`src/rtl/hex_display_driver.sv`:
```
// Six-digit HEX display consumer: double-buffers incoming digit codes, commits
// them at PWM frame boundaries, decodes to active-low 7-segment and dims by PWM.
module hex_display_driver #(
  parameter bit          BLANK_EN = 1'b1,
  parameter int unsigned PWM_BITS = 4
) (
  input  logic                ms_clk,
  input  logic                Reset_n,
  input  logic [3:0]          d0,
  input  logic [3:0]          d1,
  input  logic [3:0]          d2,
  input  logic [3:0]          d3,
  input  logic [3:0]          d4,
  input  logic [3:0]          d5,
  input  logic                load,
  input  logic [PWM_BITS-1:0] brightness,
  output logic [6:0]          HEX0,
  output logic [6:0]          HEX1,
  output logic [6:0]          HEX2,
  output logic [6:0]          HEX3,
  output logic [6:0]          HEX4,
  output logic [6:0]          HEX5,
  output logic                pending
);

  localparam int unsigned DIGITS = 6;
  localparam int unsigned DW     = 4;
  localparam int unsigned SW     = 7;

  localparam logic [DW-1:0]       CODE_OFF = 4'hF;
  localparam logic [SW-1:0]       SEG_DARK = 7'h7F;
  localparam logic [PWM_BITS-1:0] PWM_LAST = {PWM_BITS{1'b1}};

  logic [PWM_BITS-1:0] pwm_cnt;
  logic [DW-1:0]       din    [DIGITS];
  logic [DW-1:0]       shadow [DIGITS];
  logic [DW-1:0]       active [DIGITS];
  logic [SW-1:0]       hex_q  [DIGITS];
  logic [SW-1:0]       hex_c  [DIGITS];
  logic                commit_c;
  logic                on_c;

  assign din[0] = d0;
  assign din[1] = d1;
  assign din[2] = d2;
  assign din[3] = d3;
  assign din[4] = d4;
  assign din[5] = d5;

  // Frame boundary and PWM duty, both from the pre-increment counter
  assign commit_c = (pwm_cnt == PWM_LAST);
  assign on_c     = (pwm_cnt <= brightness);

  function automatic logic [SW-1:0] seg(input logic [DW-1:0] code);
    logic [SW-1:0] s;
    case (code)
      4'h0:    s = 7'h40;
      4'h1:    s = 7'h79;
      4'h2:    s = 7'h24;
      4'h3:    s = 7'h30;
      4'h4:    s = 7'h19;
      4'h5:    s = 7'h12;
      4'h6:    s = 7'h02;
      4'h7:    s = 7'h78;
      4'h8:    s = 7'h00;
      4'h9:    s = 7'h10;
      4'hA:    s = 7'h08;
      4'hB:    s = 7'h03;
      4'hC:    s = 7'h46;
      4'hD:    s = 7'h21;
      4'hE:    s = 7'h06;
      default: s = 7'h0E;
    endcase
    return s;
  endfunction

  always_ff @(posedge ms_clk or negedge Reset_n) begin
    if (!Reset_n) begin
      pwm_cnt <= '0;
    end else begin
      pwm_cnt <= pwm_cnt + PWM_BITS'(1);
    end
  end

  // Shadow/active double buffer; a load on the commit edge bypasses to active
  always_ff @(posedge ms_clk or negedge Reset_n) begin
    if (!Reset_n) begin
      pending <= 1'b0;
      for (int unsigned k = 0; k < DIGITS; k++) begin
        shadow[k] <= CODE_OFF;
        active[k] <= CODE_OFF;
      end
    end else begin
      if (load) begin
        for (int unsigned k = 0; k < DIGITS; k++) begin
          shadow[k] <= din[k];
        end
      end
      if (commit_c) begin
        pending <= 1'b0;
        if (load) begin
          for (int unsigned k = 0; k < DIGITS; k++) begin
            active[k] <= din[k];
          end
        end else if (pending) begin
          for (int unsigned k = 0; k < DIGITS; k++) begin
            active[k] <= shadow[k];
          end
        end
      end else if (load) begin
        pending <= 1'b1;
      end
    end
  end

  always_comb begin
    for (int unsigned k = 0; k < DIGITS; k++) begin
      hex_c[k] = SEG_DARK;
      if (on_c && !(BLANK_EN && (active[k] == CODE_OFF))) begin
        hex_c[k] = seg(active[k]);
      end
    end
  end

  always_ff @(posedge ms_clk or negedge Reset_n) begin
    if (!Reset_n) begin
      for (int unsigned k = 0; k < DIGITS; k++) begin
        hex_q[k] <= SEG_DARK;
      end
    end else begin
      for (int unsigned k = 0; k < DIGITS; k++) begin
        hex_q[k] <= hex_c[k];
      end
    end
  end

  assign HEX0 = hex_q[0];
  assign HEX1 = hex_q[1];
  assign HEX2 = hex_q[2];
  assign HEX3 = hex_q[3];
  assign HEX4 = hex_q[4];
  assign HEX5 = hex_q[5];

endmodule

```
`config.mk`:
```
export PLATFORM = sky130hd
export DESIGN_NAME = hex_display_driver
export DESIGN_NICKNAME = d
export VERILOG_FILES = /design/src/rtl/hex_display_driver.sv
export SDC_FILE = /design/constraint.sdc
export NUM_CORES = 1
export LEC_CHECK = 0
export ABC_AREA = 1
export CAP_MARGIN = 20
export CORE_ASPECT_RATIO = 1.1
export CORE_UTILIZATION = 55
export DETAILED_ROUTE_END_ITERATION = 8
export PLACE_DENSITY = 0.9
export REMOVE_ABC_BUFFERS = 1
export SYNTH_ARGS = -nofsm -noshare
export SYNTH_HDL_FRONTEND = slang
export SYNTH_SLANG_ARGS = --single-unit
```
`constraint.sdc`:
```
create_clock -name ms_clk -period 1.9 [get_ports ms_clk]
set_input_delay 0.285 -clock ms_clk [delete_from_list [all_inputs] [get_ports ms_clk]]
set_output_delay 0.285 -clock ms_clk [all_outputs]
set_load 0.005 [all_outputs]
```
---- Word-level counts from Yosys, hierarchy flattened ----
Memory sizes are Yosys's and may differ from the RTL's.
Cells that the tools add are included.
word-level totals
  bits in registers ....................... 95
  memories kept ........................... 6
  logic and storage cells ................. 60
  ROM bits ................................ 672
  output and inout bits ................... 43
  input bits .............................. 31
cells by class
  multiplexer cells ....................... 10
  add/subtract/negate cells ............... 1
  equality and inequality tests ........... 7
  reduce and logical (&&, ||, !) cells .... 15
  $lt $le $gt $ge ......................... 1
memories
  memory            depth  bits a word  rd ports  clocked after memory_dff  wr ports  RTL line  text
  (name not given)  16     7            1         0                         0         56        case (code)
  (name not given)  16     7            1         0                         0         56
  (name not given)  16     7            1         0                         0         56
  (name not given)  16     7            1         0                         0         56
  (name not given)  16     7            1         0                         0         56
  (name not given)  16     7            1         0                         0         56
operator list
  operator                                                        count
  24-bit 2-to-1 mux                                               2
  7-bit 2-to-1 mux                                                6
  4-bit equality test (second input constant)                     7
  1-bit logical AND                                               6
  1-bit zero test                                                 6
  4-bit by 1-bit adder with 4-bit output (second input constant)  1
  4-bit <= comparator                                             1
  2-bit nonzero test                                              2
  1-bit 2-to-1 mux                                                2
  2-bit AND reduction                                             1

---- Logic depth before layout (Yosys ltp) ----
  depth in word-level cells ............... 4
  mapped depth ............................ 10
  gate-level depth less buffers ........... 9

---- Worst setup path before layout ----
OpenSTA, ideal clock, no wires.
  path kind ............................... register to register
  from .................................... register active[12] (netlist name)
  to ...................................... register hex_q, in the netlist HEX2[3]
  slack ................................... 0.576 ns
  arrival ................................. 1.257 ns
  data required time ...................... 1.833 ns
  period minus slack after synthesis ...... 1.324 ns
  buffers on the path ..................... 0
  library setup time ...................... 0.067 ns
  stages on the path, launching flop included .. 10
  cells stage by stage .................... dfstp_2 > inv_1 > ha_1 > inv_1 > nand2_1 > nand2_1 > nand2_1 > nand2_1 > inv_1 > nand3_1
RTL lines
  item                              RTL line  text
  start: declaration                37        logic [DW-1:0] active [DIGITS];
  start signal: indexed assignment  103       active[k] <= din[k];
  start signal: indexed assignment  107       active[k] <= shadow[k];
  end signal: indexed assignment    132       hex_q[k] <= hex_c[k];
  end: declaration                  38        logic [SW-1:0] hex_q [DIGITS];

---- Final worst setup path ----
  from .................................... register hex_q, in the netlist HEX3[6]
  to ...................................... output port HEX3[6]
RTL lines
  item              RTL line  text
  end: declaration  20        output logic [6:0] HEX3,
No word-level cell between the ends.

==> results.ini <==
[setup_path]
endpoint = HEX3[6]
start_kind = register
setup.worst_path.end_class = output port
r2r_end = HEX2[3]$_DFF_PN1_
critical_path_class = reg -> out
critPathRequiredTime_ns = 1.62
r2r_start = active[12]$_DFFE_PN1P_
arrival_ns = 1.40
crit_chain = clkdlybuf4s50_1
slowest_stage = dfstp_2
cp_max_fo = 1
crit_start = HEX3[6]$_DFF_PN1_
critPathBufInv = 1
worstSetupPathDepth = 1
r2r_cells = 9
r2r_setup_slack_ns = 0.36
crit_family = flip-flops
slowest_delay_ns = 0.53

[layout]
finalNetCount = 728
final_cell_mix = nand2_1 (171), dfstp_2 (90), o21ai_0 (76), nand3_1 (72), clkdlybuf4s50_1 (72)
syn_to_final_growth_pct = 21.33
n_fill_cell = 659
drive_above_1_share = 0.1755
diodes = 0
multi_input_area_um2 = 2088
mostFrequentLayoutCell = nand2_1
final_area_um2 = 6056
regArea_um2 = 2490

[die]
start_util = 0.5653
die_x_um = 92.83
rows = 36
core_um2 = 8828
ios = 74
dieHeight_um = 101.9
die_area_um2 = 9460

[clock_tree]
path_clk_slew_ns = 0.10
cts_buffers = 9
ctsLongestPathBuffers = 2
cts_tree = yes
h-tree-depth = 3
cts_resized = 0
postCtsSetupBuffers = 0
clkLatencyLatePin_ns = 0.36
cts-hold-fix-buffers = 0
cts.root.buffer_cell = clkbuf_8
cts.sinks = 95

[synth]
synth_cells = 591
synth_top_area_cell = dfstp_2
ys_ff_latch = 95
syn-cell-area_um2 = 4991
netlist.area_leader.share = 0.4738
seq_area_frac_synth = 0.4989
yosys-top-cells-area = dfstp_2 (47%), nand2_1 (13%), ha_1 (10%), o21ai_0 (7.6%), nand3_1 (7.2%)
yosysUniqueCellTypes = 22
yosysWarnings = 0
syn_area_per_cell_um2 = 8.445

[flow_run]
drv_cap = 0

[detailed_routing]
dr_total_vias = 4120
post_drt_via_cell_ratio = 5.316
drt_first_pass_iters = 5
wire_per_inst_um = 13.23
wl_um = 10260
antenna_left = 0
drc = 0
dr.first_iter.drc_count = 160

[sta]
slew_headroom = 0.6729
setup_viol = 0
fin_skew_ns = 0.009876
worstMarginPinSlew_ns = 0.4906
setup_tns_ns = 0
fin_crit_ns = 1.685
min_period_over_period = 0.8869
rsz0062_at_grt = false
max_freq_mhz = 593.4
timing.hold.ws_ns = 0.1996
slew_viol_final = 0
hold_viol = 0

[power]
p_leak_nw = 2.866
design_power_total_mw = 5.290
p_per_area_nw_per_um2 = 873.6
peakVddDrop_mv = 0.3583

[global_route]
grt_pass1_vias = 4003
antenna_found_initial = 0
globalRouteMet1Util = 0.2495
use_met2 = 0.4344
globalRoute.busiestLayer = met2
track_usage = 0.2303
grt_max_degree = 49
grt.overflow.total = 0
grtUsageMet3 = 0.04688
grt_pass1_wl_um = 17270

[hold_path]
hold_path.class = in -> async

[status]
outcome = finished clean

[place]
port_buffers = 73
gp_congestion = 0.9100
dp_hpwl_um = 7173
placed_cell_area_um2 = 5806

==> flip-flops by register name (all words and copies together), names as in the netlist <==
name / flops
active: 24
shadow: 24
HEX0: 7
HEX1: 7
HEX2: 7
HEX3: 7
HEX4: 7
HEX5: 7
pwm_cnt: 4
pending: 1
==> synth_stat cells <==
| cell type | n |
|---|---|
| nand2_1 | 171 |
| dfstp_2 | 90 |
| o21ai_0 | 76 |
| nand3_1 | 72 |
| inv_1 | 69 |
| ha_1 | 41 |
| buf_2 | 17 |
| nor2_1 | 15 |
| a21oi_1 | 12 |
| o21ai_1 | 6 |
| dfrtp_1 | 5 |
| buf_4 | 3 |
| clkbuf_1 | 3 |
| buf_6 | 2 |
| nand3b_1 | 2 |
| clkbuf_2 | 1 |
| clkinv_1 | 1 |
| inv_2 | 1 |
| nor2_2 | 1 |
| o211ai_1 | 1 |
| xnor2_1 | 1 |
| xor2_1 | 1 |
==> stage by stage <==
stage | setup slack (ns) | util | cells
finish | 0.2148 | 0.6859 | 775
global route | 0.1658 | 0.6859 | 775
CTS | 0.1915 | 0.6859 | 775
detailed placement | 0.05107 | 0.6576 | 759
global placement | 0.1463 | 0.6576 | 759
floorplan | 0.1489 | - | 565
==> where the power goes <==
group / leakage (nW) / switching, mW / internal [mW] / total, mW
Clock: 0.128 / 0.682 / 0.894 / 1.58
Combinational: 1.73 / 0.544 / 0.563 / 1.11
Sequential: 1.01 / 0.156 / 2.45 / 2.61
Total: 2.87 / 1.38 / 3.91 / 5.29
==> per-layer routing <==
metal | routed length [µm] | vias to the layer above | part of all wire
met5 | 0 | - | 0
met2 | 5477 | 142 | 0.53
met1 | 4018 | 1948 | 0.39
li1 | - | 1999 | -
met3 | 461 | 31 | 0.045
met4 | 297 | 0 | 0.029
==> worst min-delay path by stage <==
stage,cells past startpoint,to,slack (ns)
after detailed placement,2,shadow[3]$_DFFE_PN1P_,0.46
after CTS,1,HEX5[4]$_DFF_PN1_,0.22
after floorplan,0,pending$_DFFE_PN0P_,-0.01
after global routing,1,HEX5[0]$_DFF_PN1_,0.25
final,1,HEX5[4]$_DFF_PN1_,0.20
after global placement,2,shadow[11]$_DFFE_PN1P_,0.46
==> area by class of cell <==
| cell class | count | area share |
|---|---|---|
| Clock inverter | 4 | 0.01219 |
| Tap cell | 114 | 0.02355 |
| Timing Repair Buffer | 80 | 0.1351 |
| Sequential cell | 95 | 0.4112 |
| Inverter | 71 | 0.04401 |
| Multi-Input combinational cell | 399 | 0.3448 |
| Clock buffer | 12 | 0.02913 |
==> worst register-to-register path, delay by kind of cell (launching register included) <==
family                   cells  cell delay (ns)
flip-flops                   1             0.57
adder cells (fa/ha/maj)      1             0.35
AND/OR/NAND/NOR              5             0.32
buffers and inverters        3             0.23
==> cell families (layout without fill, tap and decap cells) <==
kind of cell,after synthesis,after routing,share of synthesized area
flops,95,95,0.4989
fa+ha+maj,41,41,0.1028
compound gates,95,95,0.09576
simple gates,261,261,0.2163
xor+xnor,2,2,0.003510
buf+inv,97,167,0.08272
No activity file was read; power rests on OpenSTA's default activity.
